**src/rtl/lookup_rr_arbiter_pkg.sv**
```systemverilog
// Shared types and helpers for the NoC output-port round-robin arbiter.
// Holds the FSM state encoding and the one-hot to binary index conversion.
package noc_arb_pkg;

  // Widest request vector the index helper handles; NUM_REQ must not exceed it.
  localparam int ARB_MAX_REQ   = 64;
  localparam int ARB_MAX_IDX_W = 6;

  typedef enum logic {
    ARB_IDLE   = 1'b0,
    ARB_LOCKED = 1'b1
  } arb_state_t;

  // Callers zero-extend their vector to ARB_MAX_REQ bits and truncate the
  // result to their own index width. An all-zero input yields index 0.
  function automatic logic [ARB_MAX_IDX_W-1:0] onehot2idx(
    input logic [ARB_MAX_REQ-1:0] onehot
  );
    logic [ARB_MAX_IDX_W-1:0] idx;
    idx = '0;
    for (int k = 0; k < ARB_MAX_REQ; k++) begin
      if (onehot[k]) idx = idx | ARB_MAX_IDX_W'(k);
    end
    return idx;
  endfunction

endpackage

```
**src/rtl/lookup_rr_arbiter_rr_pick.sv**
```systemverilog
// Combinational rotate-priority pick: first requester at or after ptr_i,
// wrapping at N (not at a power of two) back to channel 0.
module rr_pick
  import noc_arb_pkg::*;
#(
  parameter int N  = 4,
  parameter int IW = (N > 1) ? $clog2(N) : 1
) (
  input  logic [N-1:0]  req_i,
  input  logic [IW-1:0] ptr_i,
  output logic          any_o,
  output logic [N-1:0]  win_onehot_o,
  output logic [IW-1:0] win_idx_o
);

  logic [N-1:0] hi_mask;
  logic [N-1:0] hi_req;
  logic [N-1:0] pick_src;

  // Requests at or above the pointer take precedence; if there are none the
  // scan has wrapped and the lowest requester overall wins.
  always_comb begin
    hi_mask = '0;
    for (int k = 0; k < N; k++) begin
      hi_mask[k] = (k >= int'(ptr_i));
    end
    hi_req   = req_i & hi_mask;
    pick_src = (|hi_req) ? hi_req : req_i;
  end

  assign any_o        = |req_i;
  assign win_onehot_o = pick_src & (~pick_src + N'(1));
  assign win_idx_o    = IW'(onehot2idx(ARB_MAX_REQ'(win_onehot_o)));

endmodule

```
**src/rtl/lookup_rr_arbiter.sv**
```systemverilog
// Round-robin packet arbiter for one router output port; holds each grant until
// the granted channel's last flit transfers. Optional err output: ARB_ERR_EN.
module lookup_rr_arbiter
  import noc_arb_pkg::*;
#(
  parameter  int NUM_REQ = 4,
  localparam int IDX_W   = (NUM_REQ > 1) ? $clog2(NUM_REQ) : 1
) (
  input  logic               clk,
  input  logic               reset,
  input  logic [NUM_REQ-1:0] req_i,
  input  logic [NUM_REQ-1:0] last_i,
  input  logic               out_ready,
  output logic               gnt_valid,
  output logic [NUM_REQ-1:0] gnt_onehot,
  output logic [IDX_W-1:0]   gnt_idx
`ifdef ARB_ERR_EN
  ,
  output logic               err
`endif
);

  arb_state_t         state_q;
  logic [IDX_W-1:0]   rr_ptr_q;
  logic [IDX_W-1:0]   rr_ptr_d;
  logic [IDX_W-1:0]   gnt_idx_q;
  logic [NUM_REQ-1:0] gnt_oh_q;

  logic               pick_any;
  logic [NUM_REQ-1:0] pick_oh;
  logic [IDX_W-1:0]   pick_idx;

  logic               gnt_req;
  logic               gnt_last;
  logic               xfer;
  logic               xfer_last;

  rr_pick #(
    .N  (NUM_REQ),
    .IW (IDX_W)
  ) u_rr_pick (
    .req_i        (req_i),
    .ptr_i        (rr_ptr_q),
    .any_o        (pick_any),
    .win_onehot_o (pick_oh),
    .win_idx_o    (pick_idx)
  );

  // Handshake: a flit moves on an edge where the granted channel's req_i
  // (valid) and out_ready are both high; neither side waits for the other,
  // and last_i is only meaningful while its req_i is set.
  assign gnt_req   = |(req_i & gnt_oh_q);
  assign gnt_last  = |(last_i & gnt_oh_q);
  assign xfer      = (state_q == ARB_LOCKED) & gnt_req & out_ready;
  assign xfer_last = xfer & gnt_last;

  assign rr_ptr_d = (gnt_idx_q == IDX_W'(NUM_REQ - 1)) ? '0 : gnt_idx_q + IDX_W'(1);

  // gnt_idx_q keeps the last winner through IDLE so the mux select stays put.
  always_ff @(posedge clk or posedge reset) begin
    if (reset) begin
      state_q   <= ARB_IDLE;
      rr_ptr_q  <= '0;
      gnt_oh_q  <= '0;
      gnt_idx_q <= '0;
    end else begin
      case (state_q)
        ARB_IDLE: begin
          if (pick_any) begin
            gnt_oh_q  <= pick_oh;
            gnt_idx_q <= pick_idx;
            state_q   <= ARB_LOCKED;
          end
        end
        ARB_LOCKED: begin
          if (xfer_last) begin
            gnt_oh_q <= '0;
            rr_ptr_q <= rr_ptr_d;
            state_q  <= ARB_IDLE;
          end
        end
        default: begin
          gnt_oh_q <= '0;
          state_q  <= ARB_IDLE;
        end
      endcase
    end
  end

  assign gnt_valid  = (state_q == ARB_LOCKED);
  assign gnt_onehot = gnt_oh_q;
  assign gnt_idx    = gnt_idx_q;

`ifdef ARB_ERR_EN
  logic err_q;
  logic err_d;

  assign err_d = ((state_q == ARB_LOCKED) & ~gnt_req) | (|(last_i & ~req_i));

  always_ff @(posedge clk or posedge reset) begin
    if (reset) begin
      err_q <= 1'b0;
    end else begin
      err_q <= err_d;
    end
  end

  assign err = err_q;
`endif

endmodule

```
**config.mk**
```make
export PLATFORM = sky130hd
export DESIGN_NAME = lookup_rr_arbiter
export DESIGN_NICKNAME = d
export VERILOG_FILES = /design/src/rtl/lookup_rr_arbiter_pkg.sv /design/src/rtl/lookup_rr_arbiter_rr_pick.sv /design/src/rtl/lookup_rr_arbiter.sv
export SDC_FILE = /design/constraint.sdc
export NUM_CORES = 1
export LEC_CHECK = 0
export ABC_AREA = 0
export CAP_MARGIN = 20
export CORE_AREA = 2 2 39 41
export CTS_CLUSTER_SIZE = 25
export DETAILED_ROUTE_END_ITERATION = 6
export DIE_AREA = 0 0 41 43
export DONT_BUFFER_PORTS = 1
export PLACE_DENSITY_LB_ADDON = 0.2
export SYNTH_ARGS = -nofsm -noshare
export SYNTH_HDL_FRONTEND = slang
export SYNTH_SLANG_ARGS = --single-unit
export TNS_END_PERCENT = 100
```
**constraint.sdc**
```tcl
create_clock -name clk -period 2.6 [get_ports clk]
set_input_delay 0.26 -clock clk [delete_from_list [all_inputs] [get_ports clk]]
set_output_delay 0.26 -clock clk [all_outputs]
set_load 0.1 [all_outputs]
```
==> summary.md <==
| Metric | Value |
|---|---|
| Outcome | finished clean |
| Die width | 41 microns |
| Met1 usage | 25.6% |
| Final Hold Vio Count | 0 |
| Crit path kind | flop to flop |
| Max stage delay cell, worst path | dfrtp_1 |
| Minimum clock period | 1.57 ns |
| Drt initial violations | 14 |
| Mapped Cells | 53 |
| CTS resizes | 0 |
| # Post-CTS Setup Buffers | 0 |
| Crit-path max FO | 5 |
| Share of layout cells above drive strength 1 | 21.9% |
| Total CTS buffers | 3 |
| Crit path buffers/inverters | 1 |
| Yosys Warn Count | 0 |
| Remaining antenna violation count after routing | 0 |
| Port bufs | 0 |
| Netlist cell types | 21 |
| DR pass1 iterations | 4 |
| Busiest grt layer | met1 |
| First-pass GRT wire length | 2060 microns |
| Endpoints failing setup | 0 |
| Final net count | 77 |
| GP Congestion | 0.837 |
| Area growth, synth to finish | 18.9% |
| Fin area | 614 sq um |
| Startpoint Class | flop |
| H-tree depth | 1 |
| Sequential area share after synthesis | 43.6% |
| CTS clk-pin slew, worst paths | 0.06 ns |
| Slew HR | 64.1% |
| Total negative slack | 0 ns |
| Mean routed wirelength per cell | 16.1 microns |
| TritonCTS clock tree | built |
| DRC viols | 0 |
| Cell family with most CP delay | simple AND/OR/NAND/NOR gates |
| Cell row count | 14 |
| Synth top area cells | dfrtp_1, mux2_4, a21oi_1 |
| Routed wire length | 1290 microns |
| Hold Crit Class | input port to flop |
| Area of the mapped netlist | 517 sq um |
| Syn_nets | 65 |
| Skew final | 0.00192 ns |
| Worst EP required | 2.75 ns |
| Clock root buffer | clkbuf_4 |
| Met3 usage | 3.14% |
| Ports | 18 |
| Clock tree sinks | 9 |
| RSZ-0062 raised after global routing | false |
| Max-slew violation count | 0 |
| Syn avg cell area | 9.75 sq um |
| Initial core utilization | 37.3% |
| Synth Register Bits | 9 |
| Core footprint | 1380 sq um |
| CTS max path bufs | 2 |
| N_diodes | 0 |
| Initial antenna violation count | 0 |
| DR vias | 470 |
| Crit-path cells | buf_4 -> a22oi_1 -> nand2_1 -> and4_4 -> mux2_4 |
| Pin count of the biggest net entering global routing | 10 |
| Grt total ovfl | 0 |
| Worst-Skew Late Latency | 0.26 ns |
| CP endpoint kind | flop |
| Max incr delay on CP | 0.32 ns |
| Vias per std cell | 5.88 |
| Die Footprint | 1760 sq um |
| FMAX | 637 MHz |
| Placed inst area | 578 sq um |
| Vias in the first global route | 430 |
| Die H | 43 microns |
| Critical Path AT | 1.71 ns |
| Part of the cycle the worst path needs | 60.4% |
| Largest area contributor in the netlist | dfrtp_1 |
| Synth top area share | 43.6% |
| Worst-Margin Slew | 0.531 ns |
| Max cap viols | 0 |
| GRT met2 Usage | 24.1% |
| All-layer global routing usage | 18.0% |
cells in the mapped netlist:
cell / n
o221ai_1: 2
a21o_1: 2
inv_1: 3
or2b_1: 1
a22oi_1: 3
a21oi_1: 5
a32o_1: 1
a22oi_2: 1
ha_1: 1
o21ai_0: 1
buf_6: 1
mux2_4: 2
and4_4: 1
nand4_1: 1
dfrtp_1: 9
nor2_1: 6
nand2_1: 5
o22ai_1: 4
o311ai_0: 1
a31oi_1: 2
nor2b_1: 1
registers in the layout (all words and copies together) (netlist names):
register	flops
gnt_onehot	4
gnt_idx	2
rr_ptr_q	2
gnt_valid	1
layer usage:
metal / up-vias / wire length [microns]
met5: - / 0
li1: 227 / -
met4: 0 / 8
met2: 24 / 618
met1: 217 / 552
met3: 2 / 113
metrics by stage:
stage          hold slack (ns)  instances  util (%)  worst slack, ns
6_report                 0.214         80      44.4             1.03
5_1_grt                  0.230         80      44.4            0.956
4_1_cts                  0.210         80      44.4             1.04
3_5_place_dp             0.137         75      41.8             1.05
3_3_place_gp             0.134         75      41.8             1.07
2_1_floorplan           0.0879         53         -            0.600
path summary, 6_finish.rpt:
check | startpoint | end | slack (ns) | cells after the start
min reg2reg | gnt_onehot[0] | gnt_onehot[0] | 0.62 | 1
max | gnt_onehot[1] | rr_ptr_q[1] | 1.03 | 5
max reg2reg | gnt_onehot[1] | rr_ptr_q[1] | 1.03 | 5
min in group asynchronous | reset | gnt_valid | 0.40 | 2
min | req_i[1] | gnt_idx[0] | 0.21 | 2
max in group asynchronous | reset | gnt_idx[0] | 1.95 | 2
cell usage in the layout (no fill, tap or decap), drive strengths merged:
cell and n:
or2b 1, a32o 1, and4 1, dlygate4sd3 1, inv 3, clkbuf 4
nor2b 1, nand4 1, buf 7, a21oi 5, o311ai 1, o22ai 4
o221ai 2, a31oi 2, mux2 2, dfrtp 9, a21o 2, ha 1
a22oi 4, nor2 6, nand2 5, o21ai 1
layout make-up:
| type | count | area, sq um |
|---|---|---|
| Tap cell | 16 | 20.0 |
| Timing Repair Buffer | 8 | 62.6 |
| Sequential cell | 9 | 225 |
| Inverter | 3 | 11.3 |
| Multi-Input combinational cell | 40 | 269 |
| Fill cell | 139 | 769 |
| Clock buffer | 4 | 26.3 |
cells by family (layout without fill, tap and decap cells):
| kind of cell | after synthesis | count (layout) | synth area share (%) |
|---|---|---|---|
| muxes | 2 | 2 | 5.81 |
| DFF | 9 | 9 | 43.6 |
| and+or+nand+nor | 15 | 15 | 14.0 |
| adders and majority gates | 1 | 1 | 2.42 |
| AOI/OAI and AO/OA | 22 | 22 | 29.8 |
| buffers and inverters | 4 | 15 | 4.36 |
repair_timing:
item,4_1_cts,5_1_grt
hold buffers,1,0
hold endpoints to repair,9,0
setup endpoints to repair,0,0
Power is not shown: default switching activity piles up to over one toggle a cycle in this logic, so the estimate is an artifact.
